`src/rtl/regfile_pkg.sv`:
```
`default_nettype none
// ============================================================================
//  Module      : regfile_pkg
//  Description : Shared constants and helpers for the scoreboarded register
//                file (default geometry, hard-wired zero register, flat-vector
//                lane extraction).
//  Revision    : 1.0 - initial release
// ============================================================================
package regfile_pkg;

   localparam int XLEN_DEF = 32;
   localparam int NREG_DEF = 32;
   localparam int ZERO_REG = 0;

   // Upper bounds for the generic lane extractor below.
   localparam int FLAT_MAX = 256;
   localparam int LANE_MAX = 64;

   // Return lane k (w bits wide) of a flat packed vector, zero-extended.
   function automatic logic [LANE_MAX-1:0] get_lane(
      input logic [FLAT_MAX-1:0] flat,
      input int                  k,
      input int                  w
   );
      logic [LANE_MAX-1:0] r;
      logic [7:0]          idx;
      r = '0;
      for (int i = 0; i < LANE_MAX; i++) begin
         idx = 8'(k * w + i);
         if ((i < w) && ((k * w + i) < FLAT_MAX)) begin
            r[6'(i)] = flat[idx];
         end
      end
      return r;
   endfunction

endpackage
`default_nettype wire

```
`src/rtl/regfile_scoreboard.sv`:
```
`default_nettype none
// ============================================================================
//  Module      : regfile_scoreboard
//  Description : Per-register busy bits. Set at issue, cleared at writeback,
//                bulk-cleared on flush; combinational per-port busy lookup.
//  Revision    : 1.0 - initial release
// ============================================================================
module regfile_scoreboard
   import regfile_pkg::*;
#(
   parameter int NREG   = NREG_DEF,
   parameter int AW     = $clog2(NREG),
   parameter int NRD    = 2,
   parameter int BYPASS = 1
) (
   input  logic              clk,
   input  logic              rst,
   input  logic              i_we,
   input  logic [AW-1:0]     i_a3,
   input  logic              i_issue_en,
   input  logic [AW-1:0]     i_issue_rd,
   input  logic              i_flush,
   input  logic [NRD*AW-1:0] i_ra,
   output logic [NRD-1:0]    o_rbusy
);

   localparam logic [AW-1:0] c_zero = AW'(ZERO_REG);

   logic [NREG-1:0] r_busy;
   logic [NREG-1:0] w_busy_nxt;

   // Next busy state: flush dominates; otherwise writeback clear then issue set.
   always_comb begin
      w_busy_nxt = r_busy;
      if (i_flush) begin
         w_busy_nxt = '0;
      end else begin
         if (i_we && (i_a3 != c_zero)) begin
            w_busy_nxt[i_a3] = 1'b0;
         end
         if (i_issue_en && (i_issue_rd != c_zero)) begin
            w_busy_nxt[i_issue_rd] = 1'b1;
         end
      end
      w_busy_nxt[ZERO_REG] = 1'b0;
   end

   // Busy vector register, asynchronously cleared by reset.
   always_ff @(posedge clk or negedge rst) begin
      if (!rst) begin
         r_busy <= '0;
      end else begin
         r_busy <= w_busy_nxt;
      end
   end

   for (genvar k = 0; k < NRD; k++) begin : g_port
      logic [AW-1:0] w_ra;
      logic          w_byp_hit;

      assign w_ra      = AW'(get_lane(FLAT_MAX'(i_ra), k, AW));
      // Data arriving on the write port this cycle is already usable via bypass.
      assign w_byp_hit = (BYPASS != 0) && rst && i_we && (i_a3 == w_ra);
      assign o_rbusy[k] = (w_ra != c_zero) && r_busy[w_ra] && !w_byp_hit;
   end

endmodule
`default_nettype wire

```
`src/rtl/regfile_sb.sv`:
```
`default_nettype none
// ============================================================================
//  Module      : regfile_sb
//  Description : Parametrised integer register file with optional
//                write-to-read bypass and a per-register busy scoreboard.
//  Revision    : 1.0 - initial release
// ============================================================================
module regfile_sb
   import regfile_pkg::*;
#(
   parameter int XLEN   = XLEN_DEF,
   parameter int NREG   = NREG_DEF,
   parameter int NRD    = 2,
   parameter int BYPASS = 1,
   localparam int AW    = $clog2(NREG)
) (
   input  logic                clk,
   input  logic                rst,
   input  logic                WE,
   input  logic [AW-1:0]       A3,
   input  logic [XLEN-1:0]     WD,
   input  logic [NRD*AW-1:0]   RA,
   output logic [NRD*XLEN-1:0] RD,
   output logic [NRD-1:0]      RBUSY,
   input  logic                issue_en,
   input  logic [AW-1:0]       issue_rd,
   input  logic                flush
);

   localparam logic [AW-1:0] c_zero = AW'(ZERO_REG);

   logic [XLEN-1:0] r_regs [NREG];

   // Register storage; address 0 is never written so it stays zero.
   always_ff @(posedge clk or negedge rst) begin
      if (!rst) begin
         for (int i = 0; i < NREG; i++) begin
            r_regs[i] <= '0;
         end
      end else if (WE && (A3 != c_zero)) begin
         r_regs[A3] <= WD;
      end
   end

   for (genvar k = 0; k < NRD; k++) begin : g_rd
      logic [AW-1:0]   w_ra;
      logic            w_byp_hit;
      logic [XLEN-1:0] w_rd;

      assign w_ra      = AW'(get_lane(FLAT_MAX'(RA), k, AW));
      // Bypass is held off during reset so outputs read zero while reset is low.
      assign w_byp_hit = (BYPASS != 0) && rst && WE && (A3 == w_ra);

      // Read mux: zero register, then forwarded writeback data, then storage.
      always_comb begin
         w_rd = r_regs[w_ra];
         if (w_ra == c_zero) begin
            w_rd = '0;
         end else if (w_byp_hit) begin
            w_rd = WD;
         end
      end

      assign RD[k*XLEN +: XLEN] = w_rd;
   end

   regfile_scoreboard #(
      .NREG   (NREG),
      .AW     (AW),
      .NRD    (NRD),
      .BYPASS (BYPASS)
   ) u_scoreboard (
      .clk        (clk),
      .rst        (rst),
      .i_we       (WE),
      .i_a3       (A3),
      .i_issue_en (issue_en),
      .i_issue_rd (issue_rd),
      .i_flush    (flush),
      .i_ra       (RA),
      .o_rbusy    (RBUSY)
   );

endmodule
`default_nettype wire

```
`config.mk`:
```
export PLATFORM = sky130hd
export DESIGN_NAME = regfile_sb
export DESIGN_NICKNAME = d
export VERILOG_FILES = /design/src/rtl/regfile_pkg.sv /design/src/rtl/regfile_scoreboard.sv /design/src/rtl/regfile_sb.sv
export SDC_FILE = /design/constraint.sdc
export NUM_CORES = 2
export LEC_CHECK = 0
export BUFFER_PORTS_ARGS = -buffer_cell sky130_fd_sc_hd__buf_2
export CORE_MARGIN = 2
export CORE_UTILIZATION = 45
export DETAILED_ROUTE_END_ITERATION = 6
export GPL_TIMING_DRIVEN = 0
export HOLD_SLACK_MARGIN = 0.06
export SYNTH_ARGS = -nofsm -noshare
export SYNTH_HDL_FRONTEND = slang
export SYNTH_HIERARCHICAL = 1
export SYNTH_SLANG_ARGS = --single-unit
export TNS_END_PERCENT = 10
```
`constraint.sdc`:
```
create_clock -name clk -period 5.1 [get_ports clk]
set_clock_uncertainty 0.2 [all_clocks]
set_input_delay 1.02 -clock clk [delete_from_list [all_inputs] [get_ports clk]]
set_output_delay 1.02 -clock clk [all_outputs]
set_load 0.1 [all_outputs]
```
### After elaboration in Yosys (flattened, before gate mapping)

Index checks and enable logic that the tools add are counted.

* word-level logic and storage cells: 96
* output and inout port bits: 66
* input bits: 57
* register bits after elaboration: 1055

* $lt $le $gt $ge: 10
* equality and inequality tests: 2
* multiplexer cells: 25
* reduce and logical (&&, ||, !) cells: 20
* bitwise gates (word level): 6

Operators with widths (number)
* $bwmux W1024: 1
* $mux W32: 13
* $bmux W32 S5: 2
* $demux W32 S5: 1
* $and A32 B32 Y32: 1
* $not A32 Y32: 1
* $or A32 B32 Y32: 1
* $lt A5 B6 Y1 const B: 4
* $reduce_bool A5 Y1: 4
* $ge A6 B6 Y1 const B: 3
* $not A5 Y6: 3
* $logic_and A1 B1 Y1: 12
* $bmux W1 S5: 2
* $demux W1 S5: 2
* $eq A5 B5 Y1: 2
* $ge A5 B1 Y1 const B: 2
* $logic_not A5 Y1: 2
* $lt A6 B1 Y1 const B: 1
* $mux W1: 4
* $logic_not A1 Y1: 2

### Longest topological paths before layout

* depth in word-level cells: 11
* mapped depth: 10
* gate-level depth less buffers: 5

### Cells and area by module

The synthesis kept the hierarchy.

By module, submodules not included
* regfile_sb: area each 55670.9 µm², instances 1, cells each 3981
* regfile_scoreboard: area each 2132.0 µm², instances 1, cells each 235

### Least setup slack after synthesis

OpenSTA, ideal clock, no wires.

* path type: input port to output port
* start point: input port RA[7]
* end point: output port RD[32]
* cell stages on the path: 8
* data arrival time: 3.760 ns
* path slack: 0.120 ns
* data required time: 3.880 ns
* path buffers: 3
* path through: buf_4 buf_4 buf_2 nand3b_1 o22ai_1 a2111oi_0 a311oi_1 a21oi_1

* cells in the longest elaborated chain, start to end: 6

Ends and longest elaborated chain
* start: declaration: RTL line regfile_sb.sv:22 `input logic [NRD*AW-1:0] RA,`
* $not A5 Y6 (implied by the code): RTL line regfile_sb.sv:56 `w_rd = r_regs[w_ra];`
* $bmux W32 S5: RTL line regfile_sb.sv:56
* $mux W32 (implied by the code) (2 in series): RTL line regfile_sb.sv:56
* $mux W32: RTL line regfile_sb.sv:59 `end else if (w_byp_hit) begin`
* $mux W32 *: RTL line regfile_sb.sv:57 `if (w_ra == c_zero) begin`
* end: declaration: RTL line regfile_sb.sv:23 `output logic [NRD*XLEN-1:0] RD,`

Mark *: on every way between the ends. The rest lies on a longest branch, timed or not. The select of a mux whose other input is x is not followed.

### Final worst setup path

* start point: input port RA[3]
* end point: output port RD[18]

The elaborated chain is that of the path after synthesis.

==> impl_results.md <==
- Status: finished with violations
- Failing checks: design-rule violations, max-capacitance violations, max-slew violations, negative setup slack
- Clk_lat worst skew: 770 ps
- Overall power: 26200 uW
- Int Power: 18000 uW
- Top post-synthesis cells by area: dfrtp_1, mux2_2, mux4_2, mux2i_1, clkbuf_1
- Synth area leader: dfrtp_1
- Synth Flop Type: dfrtp_1
- PortBufs: 116
- Max Slew Vio Count: 55
- Row cnt: 131
- R2R depth: 1
- Max Clock Freq: 189 MHz
- Gpl congestion: 1.02
- Core ar.: 0.128 mm^2
- Initial antenna violation count: 17
- Clock-pin slew on the worst setup and hold paths: 70 ps
- Net switching power: 8240 uW
- CP arrival: 4080 ps
- Initial Util: 0.453
- Startpoint types: input pin
- Tot GR Track Use: 0.390
- Worst Slack Setup Final: -196 ps
- Leak pwr: 0.0290 uW
- FFs w/ async S/R, synth: 1.00
- Die Area: 0.131 mm^2
- Drt total wl: 259000 um
- Hold WC Path Type: input pin to asynchronous set/reset pin
- Slew headroom: -0.105
- Setup CP Type: input pin to output pin
- Mean post-synth cell area: 13.7 um^2
- Top Ports: 123
- EDFF count, synth: 0
- Top-count cell post-synth: dfrtp_1
- Routed Antenna Nets: 0
- YS warnings: 6
- Via density: 7.06
- Clock H-tree levels: 3
- Synth Cell Area: 0.0578 mm^2
- CP max FO: 10
- CTS max path bufs: 3
- Sequential share of the synthesized area: 0.457
- Die X: 362 um
- Max-Cap Viols: 5
- Total CTS buffers: 118
- Final Hold Viols: 0
- Layout cells sized above 1: 0.433
- Critical Path Sink Type: output pin
- Total gr overflow: 0
- Fin crit period: 5300 ps
- Syn nets: 4273
- Number of global-route vias before repair: 42.6k
- First-pass GRT wire length: 351000 um
- Drt drc: 5
- Pwr Density: 400 mW/mm^2
- Period utilization: 1.04
- CTS sink cnt: 1055
- Worst Path Required: 3880 ps
- Area delta synth->final: 13.4%
- Top cells by count, synth: dfrtp_1, mux2_2, mux2i_1
- Area of all placed cells without fillers: 0.0656 mm^2
- Avg WL per Cell: 41.4 um
- Tightest Pin Transition: 1660 ps
- Synth Register Bits: 1055
- Yosys cell types: 67
- Largest net degree at the start of global routing: 157
- Final setup violation count: 54
- Clock root buffer: clkbuf_16
- Net Sw Frac: 0.314
- RSZ-0062 raised after global routing: true
- CTS tree: yes
- DR vias: 44.1k
- Worst-case vdd ir drop: 0.311 mV
- Clk pwr share: 0.343
- DP Wirelength: 175000 um
- DR iter-0 viols: 6207
- DP Worst Slack: -1580 ps
- Nets@finish: 4526
- Drt pass-1 iters: 7
- Yosys top cell area share: 0.457
- Sequential Power Share: 0.424
- Synth Instances: 4216
- Chip height: 362 um
- Placed cell area: 0.0607 mm^2
- Comb power frac: 0.233
routing by layer:
layer	track usage	share of wire	up-vias
li1	-	-	16665
met1	0.507	0.38	23159
met2	0.533	0.41	3298
met3	0.159	0.13	902
met4	0.252	0.076	33
met5	0.00555	0.0011	-
sequential cells by signal, summed over array words and instances (netlist names):
signal	count
r_regs	1024
u_scoreboard/r_busy	31
placed cells by master, fill, tap and decap left out, types with 10 or more instances in the layout:
cell       count
dfrtp_1     1055
mux2_2      1011
mux2i_1      417
mux4_2       316
clkbuf_1     188
buf_2        181
nand2_1      163
clkbuf_16    122
o21ai_0      115
a21oi_1       95
buf_4         84
o22ai_1       51
o21ai_1       48
clkbuf_2      39
clkbuf_8      38
buf_6         37
a211oi_1      36
buf_1         36
nor2_1        34
a32o_1        32
o221ai_1      30
a22oi_1       29
clkbuf_4      27
a221oi_1      26
clkinv_2      20
nor3_1        19
a22o_1        19
mux4_1        18
nor3b_1       17
xnor2_1       14
a221oi_2      14
a211o_1       14
o211ai_1      12
buf_12        12
o2111ai_1     11
nand3b_1      10
o22a_1        10
cell families (layout without fill, tap and decap cells):
| kind of cell | Yosys count | after routing | share of synthesized area |
|---|---|---|---|
| simple gates | 305 | 305 | 0.0250 |
| other cells | 0 | 8 | 0 |
| mux | 1765 | 1765 | 0.401 |
| buf+inv | 473 | 825 | 0.0431 |
| xor+xnor | 19 | 19 | 0.00288 |
| flops | 1055 | 1055 | 0.457 |
| compound gates | 599 | 599 | 0.0713 |
stage by stage:
step | hold slack (ps) | util | std cells | setup TNS, ps
final | 61.5 | 0.514 | 6238 | -5100
after floorplan | 241 | - | 4216 | 0
after global routing | 104 | 0.514 | 6233 | -245
after detailed placement | 264 | 0.476 | 6003 | -67310
after CTS | 69.6 | 0.513 | 6230 | -243
after global placement | 257 | 0.474 | 5994 | -
critical path, cell delays in order:
cell and delay (ps):
buf_2 280, buf_4 330, nand3b_1 140, buf_2 260
buf_4 380, o221ai_1 210, a21oi_1 410, o21ai_1 340
a32o_1 380, clkbuf_4 280
power by group through the flow:
stage	combinational [uW]	sequential [uW]	clock, uW
2_1_floorplan	4220	10800	0
3_5_place_dp	5830	11200	0
3_3_place_gp	5710	11100	0
6_report	6120	11100	9000
5_1_grt	6320	11300	9330
4_1_cts	5940	11000	8990
worst paths after layout:
kind	start	end	slack [ps]
max in group asynchronous	rst	u_scoreboard/r_busy[20]	3050
setup reg to reg	r_regs[100]	r_regs[100]	4060
setup / recovery	RA[3]	RD[18]	-200
min in group clk	flush	u_scoreboard/r_busy[31]	240
hold / removal	rst	r_regs[701]	60
hold reg to reg	r_regs[1015]	r_regs[1015]	280
final cells by class:
class / count / area (um^2)
multi-input cells: 2688 / 29200
plain buffers: 465 / 2720
diodes: 8 / 20.0
clock buffers: 187 / 3660
well taps: 1662 / 2080
flip-flops and latches: 1055 / 26400
fillers: 11033 / 61900
inverters: 5 / 22.5
clock inverters: 32 / 359
repair buffers: 136 / 1140
timing repair:
item,CTS,global route
pin swaps,3,1
setup endpoints to repair,65,47
hold endpoints to repair,54,0
gates resized for setup,179,48
buffers inserted,7,0
cloned,3,0
hold buffers,1,0
Power figures use the tool's default switching activity.
